File: src/rtl/vend_ctrl_pkg.sv
// Shared definitions for the vending sequencer: state codes, coin codes,
// coin values, the item price table and the greedy change selection.
package vend_ctrl_pkg;

    typedef enum logic [2:0] {
        ST_IDLE     = 3'b000,
        ST_SELECT   = 3'b001,
        ST_PAY      = 3'b010,
        ST_DISPENSE = 3'b011,
        ST_CHANGE   = 3'b100
    } state_t;

    localparam logic [1:0] COIN_5   = 2'b00;
    localparam logic [1:0] COIN_10  = 2'b01;
    localparam logic [1:0] COIN_25  = 2'b10;
    localparam logic [1:0] COIN_100 = 2'b11;

    function automatic logic [7:0] coin_val(input logic [1:0] code);
        logic [7:0] v;
        case (code)
            COIN_5:  v = 8'd5;
            COIN_10: v = 8'd10;
            COIN_25: v = 8'd25;
            default: v = 8'd100;
        endcase
        return v;
    endfunction

    function automatic logic [7:0] item_price(input logic [1:0] item);
        logic [7:0] p;
        case (item)
            2'd0:    p = 8'd75;
            2'd1:    p = 8'd100;
            2'd2:    p = 8'd125;
            default: p = 8'd150;
        endcase
        return p;
    endfunction

    // Largest coin not exceeding the amount; amounts are multiples of 5.
    function automatic logic [1:0] greedy_coin(input logic [7:0] amt);
        logic [1:0] c;
        if (amt >= 8'd100)     c = COIN_100;
        else if (amt >= 8'd25) c = COIN_25;
        else if (amt >= 8'd10) c = COIN_10;
        else                   c = COIN_5;
        return c;
    endfunction

endpackage

File: src/rtl/vend_credit.sv
// Credit and price registers: coin add with overflow check, price and
// change subtraction, and greedy selection of the next change coin.
module vend_credit
    import vend_ctrl_pkg::*;
#(
    parameter int CREDIT_MAX = 250
) (
    input  logic       clk,
    input  logic       reset,
    input  logic       price_load,
    input  logic [1:0] sel_item,
    input  logic       coin_add,
    input  logic [1:0] coin_type,
    input  logic       price_sub,
    input  logic       change_sub,
    output logic [7:0] credit,
    output logic [7:0] price,
    output logic       coin_fits,
    output logic       covered,
    output logic [1:0] greedy_code
);

    logic [8:0] credit_sum;
    logic [7:0] change_val;

    // 9-bit sum so a coin that would pass 255 still compares correctly
    assign credit_sum  = {1'b0, credit} + {1'b0, coin_val(coin_type)};
    assign coin_fits   = (credit_sum <= 9'(CREDIT_MAX));
    assign covered     = (credit >= price);
    assign greedy_code = greedy_coin(credit);
    assign change_val  = coin_val(greedy_code);

    always_ff @(posedge clk or negedge reset) begin
        if (!reset) begin
            credit <= '0;
            price  <= '0;
        end else begin
            if (price_load)
                price <= item_price(sel_item);
            if (coin_add)
                credit <= credit_sum[7:0];
            else if (price_sub)
                credit <= credit - price;
            else if (change_sub)
                credit <= credit - change_val;
        end
    end

endmodule

File: src/rtl/vend_ctrl.sv
// Vending machine sequencer: selection, coin entry with idle timeout,
// timed dispense and greedy change return.
//
// state    | meaning
// IDLE     | waiting for an item selection, coins rejected
// SELECT   | one cycle after selection, arms the idle timer
// PAY      | coin entry until credit covers price, cancel or timeout
// DISPENSE | motor hold for DISPENSE_CYC cycles, price deducted on entry
// CHANGE   | returns remaining credit one coin at a time
module vend_ctrl
    import vend_ctrl_pkg::*;
#(
    parameter int CREDIT_MAX   = 250,
    parameter int TIMEOUT_CYC  = 1000,
    parameter int DISPENSE_CYC = 4
) (
    input  logic       clk,
    input  logic       reset,
    input  logic       sel_valid,
    input  logic [1:0] sel_item,
    input  logic       coin_valid,
    input  logic [1:0] coin_type,
    input  logic       cancel,
    input  logic       change_ready,
    output logic [2:0] state,
    output logic [7:0] credit,
    output logic       coin_reject,
    output logic       dispense,
    output logic [1:0] dispense_item,
    output logic       change_valid,
    output logic [1:0] change_coin
);

    localparam int TMO_W = $clog2(TIMEOUT_CYC + 1);
    localparam int DSP_W = $clog2(DISPENSE_CYC + 1);
    localparam logic [TMO_W-1:0] TMO_LOAD = TMO_W'(TIMEOUT_CYC - 1);
    localparam logic [DSP_W-1:0] DSP_LOAD = DSP_W'(DISPENSE_CYC - 1);

    state_t           state_q, state_d;
    logic [TMO_W-1:0] tmo_q, tmo_d;
    logic [DSP_W-1:0] dsp_q, dsp_d;
    logic [1:0]       item_q, item_d;
    logic [7:0]       price;
    logic [1:0]       greedy_code;
    logic             coin_fits, covered, first_dsp, credit_zero;
    logic             price_load, coin_add, price_sub, change_sub;

    vend_credit #(
        .CREDIT_MAX(CREDIT_MAX)
    ) u_credit (
        .clk        (clk),
        .reset      (reset),
        .price_load (price_load),
        .sel_item   (sel_item),
        .coin_add   (coin_add),
        .coin_type  (coin_type),
        .price_sub  (price_sub),
        .change_sub (change_sub),
        .credit     (credit),
        .price      (price),
        .coin_fits  (coin_fits),
        .covered    (covered),
        .greedy_code(greedy_code)
    );

    assign state         = state_q;
    assign dispense_item = item_q;
    assign credit_zero   = (credit == 8'd0);
    assign first_dsp     = (state_q == ST_DISPENSE) && (dsp_q == DSP_LOAD);

    always_ff @(posedge clk or negedge reset) begin
        if (!reset) begin
            state_q <= ST_IDLE;
            tmo_q   <= '0;
            dsp_q   <= '0;
            item_q  <= '0;
        end else begin
            state_q <= state_d;
            tmo_q   <= tmo_d;
            dsp_q   <= dsp_d;
            item_q  <= item_d;
        end
    end

    always_comb begin
        state_d      = state_q;
        tmo_d        = tmo_q;
        dsp_d        = dsp_q;
        item_d       = item_q;
        price_load   = 1'b0;
        coin_add     = 1'b0;
        price_sub    = 1'b0;
        change_sub   = 1'b0;
        coin_reject  = 1'b0;
        dispense     = 1'b0;
        change_valid = 1'b0;
        change_coin  = 2'b00;
        case (state_q)
            ST_IDLE: begin
                coin_reject = coin_valid;
                if (sel_valid) begin
                    item_d     = sel_item;
                    price_load = 1'b1;
                    state_d    = ST_SELECT;
                end
            end
            ST_SELECT: begin
                tmo_d   = TMO_LOAD;
                state_d = ST_PAY;
            end
            ST_PAY: begin
                if (coin_valid) begin
                    if (!cancel && coin_fits)
                        coin_add = 1'b1;
                    else
                        coin_reject = 1'b1;
                end
                if (cancel)
                    state_d = ST_CHANGE;
                else if (covered) begin
                    state_d = ST_DISPENSE;
                    dsp_d   = DSP_LOAD;
                end else if (coin_add)
                    tmo_d = TMO_LOAD;
                else if (tmo_q == '0)
                    state_d = ST_CHANGE;
                else
                    tmo_d = tmo_q - TMO_W'(1);
            end
            ST_DISPENSE: begin
                coin_reject = coin_valid;
                dispense    = first_dsp;
                price_sub   = first_dsp;
                // With a one-cycle hold the deduction lands on the exit edge
                if (dsp_q == '0)
                    state_d = (first_dsp ? (credit == price) : credit_zero) ? ST_IDLE : ST_CHANGE;
                else
                    dsp_d = dsp_q - DSP_W'(1);
            end
            ST_CHANGE: begin
                coin_reject = coin_valid;
                if (credit_zero)
                    state_d = ST_IDLE;
                else begin
                    change_valid = 1'b1;
                    change_coin  = greedy_code;
                    change_sub   = change_ready;
                end
            end
            default: state_d = ST_IDLE;
        endcase
    end

endmodule

File: config.mk
export PLATFORM = sky130hd
export DESIGN_NAME = vend_ctrl
export DESIGN_NICKNAME = d
export VERILOG_FILES = /design/src/rtl/vend_ctrl_pkg.sv /design/src/rtl/vend_credit.sv /design/src/rtl/vend_ctrl.sv
export SDC_FILE = /design/constraint.sdc
export NUM_CORES = 1
export LEC_CHECK = 0
export ABC_AREA = 1
export BUFFER_PORTS_ARGS = -buffer_cell sky130_fd_sc_hd__buf_2
export CAP_MARGIN = 20
export CORE_MARGIN = 2
export CORE_UTILIZATION = 55
export CTS_BUF_LIST = sky130_fd_sc_hd__clkbuf_8
export DETAILED_ROUTE_END_ITERATION = 10
export PLACE_DENSITY = 0.74
export SYNTH_ARGS = -nofsm -noshare
export SYNTH_HDL_FRONTEND = slang
export SYNTH_HIERARCHICAL = 1
export SYNTH_SLANG_ARGS = --single-unit
File: constraint.sdc
create_clock -name clk -period 6.75 [get_ports clk]
set_clock_uncertainty 0.05 [all_clocks]
set_input_delay 1.35 -clock clk [delete_from_list [all_inputs] [get_ports clk]]
set_output_delay 1.35 -clock clk [all_outputs]
set_load 0.03 [all_outputs]
-- Word level (Yosys, flattened, before mapping)
Cells that the tools add are included.
- input port bits: 10
- register bits: 34
- word-level logic and storage cells: 100
- output and inout bits: 18
- reduce and logical (&&, ||, !) cells: 18
- mux-type cells: 44
- eq/ne operators: 22
- add/subtract/negate cells: 5
- magnitude comparators: 5
- operators by type and width (kind ; count):
    case mux 7 bit (3 select lines) ; 2
    two-way mux 10 bit ; 4
    two-way mux 3 bit ; 11
    two-way mux 8 bit ; 3
    case mux 8 bit (3 select lines) ; 1
    case mux 10 bit (2 select lines) ; 1
    two-way mux 1 bit ; 15
    case mux 3 bit (5 select lines) ; 1
    != test 2 bit (second input constant) ; 6
    logical NOT 10 bit ; 1
    subtractor 10 x 1 -> 10 bit (second input constant) ; 1
    adder 8 x 7 -> 9 bit ; 1
    equality test 3 x 2 -> 1 bit (second input constant) ; 3
    less-or-equal comparator 9 x 8 -> 1 bit (second input constant) ; 1
    equality test 8 bit ; 1
    >= comparator 8 x 4 -> 1 bit (second input constant) ; 1
    >= comparator 8 x 5 -> 1 bit (second input constant) ; 1
    >= comparator 8 x 7 -> 1 bit (second input constant) ; 1
    >= comparator 8 bit ; 1
    logical NOT 8 bit ; 1
    two-way mux 2 bit ; 4
    != test 4 bit (second input constant) ; 2
    AND reduction 4 bit ; 2
    subtractor 8 x 7 -> 8 bit ; 1
    19 further kinds ; 28

-- Depth between registers and ports, before layout
- word-level depth: 12
- mapped depth: 26
- depth with buffers taken out: 26

-- By module
Netlist, hierarchy kept.
- by module, submodules not included (module ; cells each ; area an instance (sq um) ; sequential area each (sq um) ; instances):
    vend_credit ; 319 ; 2023.2 ; 375.4 ; 1
    vend_ctrl ; 208 ; 1360.1 ; 450.4 ; 1

-- Least setup slack after synthesis
No wires, ideal clock.
- kind: input port to output port
- from: input port coin_type[0]
- to: output port coin_reject
- path buffers: 0
- data arrival time: 3335 ps
- slack: 2015 ps
- cell stages on the path: 15
- data required time: 5350 ps
- cell sequence: inv_1 -> ha_1 -> ha_1 -> nand2_1 -> inv_2 -> nand2_1 -> nand3b_1 -> nand2_1 -> nor2_1 -> nand3_1 -> nor2_1 -> nor2_1 -> nand2_1 -> o21ai_0 -> a21oi_1
- longest elaborated chain between the ends: 8
- elaborated cells between the ends (all ways): 10
- classes of those cells: 1 x add/sub; 1 x order compare; 2 x eq/ne; 4 x mux; 2 x reduce/logical
- RTL lines (item ; line ; source):
    start, declared ; vend_ctrl.sv:22 ; input logic [1:0] coin_type,
    equality test 2 bit, or another cell as far along ; vend_ctrl_pkg.sv:20 ; case (code)
    case mux 7 bit (3 select lines) (*) ; vend_ctrl_pkg.sv:20 ;
    adder 8 x 7 -> 9 bit (*) ; vend_credit.sv:27 ; assign credit_sum = {1'b0, credit} + {1'b0, coin_val(coin_type)};
    less-or-equal comparator 9 x 8 -> 1 bit (*) ; vend_credit.sv:28 ; assign coin_fits = (credit_sum <= 9'(CREDIT_MAX));
    net coin_fits ; vend_ctrl.sv:45 ; logic coin_fits, covered, first_dsp, credit_zero;
    logical AND 1 bit (*) ; vend_ctrl.sv:113 ; if (!cancel && coin_fits)
    two-way mux 1 bit (*) ; vend_ctrl.sv:113 ;
    two-way mux 1 bit (*) ; vend_ctrl.sv:112 ; if (coin_valid) begin
    case mux 1 bit (2 select lines) (*) ; vend_ctrl.sv:98 ; case (state_q)
    end, declared ; vend_ctrl.sv:27 ; output logic coin_reject,
Mark *: on every way through the listed nets, which the timed path passes. The rest lies on a longest branch.

-- Worst setup path after layout
Same ends and word-level chain as after synthesis.

==> flow_summary.yaml <==
place:
  dpl.cell_count: 628
  port_buffers: 27
  placed_area_um2: 3610
  dp_hpwl_um: 6230
  place.gp.congestion: 0.910
sta:
  setup_viol: 0
  fmax_mhz: 204
  maxSlewHeadroom_pct: 51.7
  rsz0062_at_grt: "false"
  worst_slew_pin_slew_ns: 0.724
  min_period_ns: 4.90
  setup_tns_ns: 0
  finalCritPeriodShare_pct: 72.6
  slew_viol_final: 0
  hold_viol: 0
global_route:
  grt_pass1_wl_um: 13500
  groute.usage.overall_pct: 25.5
  grt_overflow: 0
  grt_max_degree: 34
  grt_pass1_vias: 3158
  grt_antenna_before_repair: 0
job:
  max-cap-violations: 0
synthesis:
  syn-num-nets: 574
  netlist_area_um2: 3380
  ys_seq_elements: 33
  syn_avg_cell_area_um2: 6.42
  ys_types: 34
  ys_seq_area_share_pct: 24.4
  synthCells: 527
  yosys_warnings: 6
cts:
  cts_hold_buf: 0
  clk_path_buf_depth: 2
  cts_tree: "built"
  clk_pin_slew_ns: 0.08
  cts_buffers: 5
  ctsResizeCount: 0
  cts_root_buf: "clkbuf_8"
  worstSkewPairLatency_ns: 0.29
  clkSinkCount: 33
  cts_max_level: 2
  post-cts-setup-buffers: 0
setup_path:
  cp.depth: 17
  reg2reg_from: "u_credit/credit[1]"
  reg2reg_slack_ns: 2.99
  worst-path-buf-inv: 4
  reg2reg_to: "u_credit/credit[2]"
  cp-startpoint: "coin_type[0]"
  path_delay_family: "simple AND/OR/NAND/NOR gates"
  required_ns: 5.35
  path_max_fanout: 7
  reg2reg_depth: 20
  cp_slowest_cell: "ha_1"
  worstPathArrival_ns: 3.50
  worstSetupEndpoint: "coin_reject"
  path_class: "primary input to output pin"
  path_cells: "buf_2 > inv_1 > ha_1 > ha_1 > nand2_1 > inv_2 > nand2_1 > nand3b_1 > nand2_1 > nor2_1 > nand3_1 > nor2_1 > nor2_1 > nand2_1 > o21ai_0 > a21oi_1 > buf_2"
  startpoint_type: "primary input"
  cpMostUsedCell: "nand2_1"
  slowest_delay_ns: 0.40
  cp-end-kind: "output pin"
route:
  drt-initial-drc-count: 144
  drt-wirelength-per-cell_um: 12.7
  routed_wl_um: 8100
  drt_first_pass_iters: 4
  ant_nets: 0
  drcViolationCount: 0
  routed_via_density: 5.29
  vias: 3363
finish:
  nets: 607
  fin_area_um2: 3730
  final_util_pct: 63.0
  stdcell_count: 636
  drive_above_1_share_pct: 10.2
  area_delta_synth_final_pct: 10.2
  final_cell_mix: "nand2_1, inv_1, nor2_1"
  antenna_cells: 0
  layout_commonest_cell: "nand2_1"
min_path:
  hp-class: "flop to flop"
floorplanning:
  die_height_um: 82.4
  die-area_um2: 6790
  die_w_um: 82.4
  start_util_pct: 57.1
  ios: 28
  core_um2: 5920
  rows: 28
status:
  outcome: "finished, final reports clean"
-- cells by family after synthesis --
family / count (synthesis) / synth area share, %
AO/OA/AOI/OAI: 51 / 8.69
XOR/XNOR: 15 / 3.88
adder cells (fa/ha/maj): 37 / 14.3
buffers and inverters: 99 / 11.1
flip-flops: 33 / 24.4
AND/OR/NAND/NOR: 292 / 37.5
-- Yosys cell counts --
cell type  count  share of area (%)
nand2_1      160                 18
inv_1         91                 10
nor2_1        52                5.8
nand3_1       44                6.5
ha_1          34                 13
dfrtp_1       33                 24
a21oi_1       19                2.8
o21ai_0       17                2.5
xnor2_1       12                3.1
nand4_1       10                1.8
nand3b_1       7                1.6
inv_2          6               0.67
a31oi_1        3               0.55
fa_1           3                1.8
nand2_2        3               0.55
nor2_2         3               0.55
nor3_1         3               0.44
o221ai_1       3               0.78
xor2_1         3               0.78
a21o_1         2               0.44
nand2_4        2               0.67
nor2_4         2               0.67
o211ai_1       2               0.44
o21ai_1        2               0.30
or2_1          2               0.37
a31oi_2        1               0.37
and2_1         1               0.19
buf_2          1               0.15
buf_4          1               0.22
nand3_2        1               0.30
nor4_1         1               0.19
o21a_1         1               0.22
o21ai_2        1               0.26
or2_2          1               0.19
-- worst min path at each step --
| stage | start | endpoint | slack [ns] | cells past startpoint |
|---|---|---|---|---|
| after floorplan | tmo_q[1] | tmo_q[1] | 0.41 | 2 |
| after global placement | dispense_item[0] | dispense_item[0] | 0.41 | 2 |
| after detailed placement | dispense_item[1] | dispense_item[1] | 0.41 | 2 |
| after CTS | dispense_item[1] | dispense_item[1] | 0.43 | 2 |
| after global routing | dispense_item[1] | dispense_item[1] | 0.47 | 2 |
| final | dispense_item[1] | dispense_item[1] | 0.43 | 2 |
-- sequential cells by signal, indices dropped and copies added (netlist names) --
name             count
tmo_q               10
u_credit/credit      8
u_credit/price       7
dsp_q                3
state                3
dispense_item        2
-- per-layer routing --
layer	GRT usage [%]	routed length, µm
met2	44.0	3830
met5	0	0
met1	33.5	3700
met3	3.59	466
met4	6.17	105
-- worst register-to-register path: stages (launching register included) --
cell      delay, ns
dfrtp_1        0.60
inv_1          0.22
fa_1           0.48
inv_1          0.12
nand2_1        0.06
nand2_1        0.07
o21ai_0        0.08
nand3_1        0.08
nor2_1         0.04
nand3_1        0.07
nor2_1         0.04
nor2_1         0.13
nand2_1        0.12
nor2_4         0.13
inv_1          0.14
nor2_1         0.49
inv_2          0.19
nand2_1        0.19
inv_2          0.10
nand2_1        0.07
o221ai_1       0.14
-- through the flow --
step           setup slack, ns  hold WS (ns)
2_1_floorplan             2.01         0.414
3_3_place_gp              1.91         0.412
3_5_place_dp              1.86         0.410
4_1_cts                   1.85         0.431
5_1_grt                   1.66         0.472
6_report                  1.85         0.427
-- final cells by class --
type,instances,area [µm²]
fill,574,2190
multi-input combinational,395,2190
sequential,33,826
inverter,97,364
timing repair buffer,28,143
tap,75,93.8
clock buffer,5,68.8
clock inverter,3,46.3
Power is not shown: default switching activity piles up to over one toggle a cycle in this logic, so the estimate is an artifact.
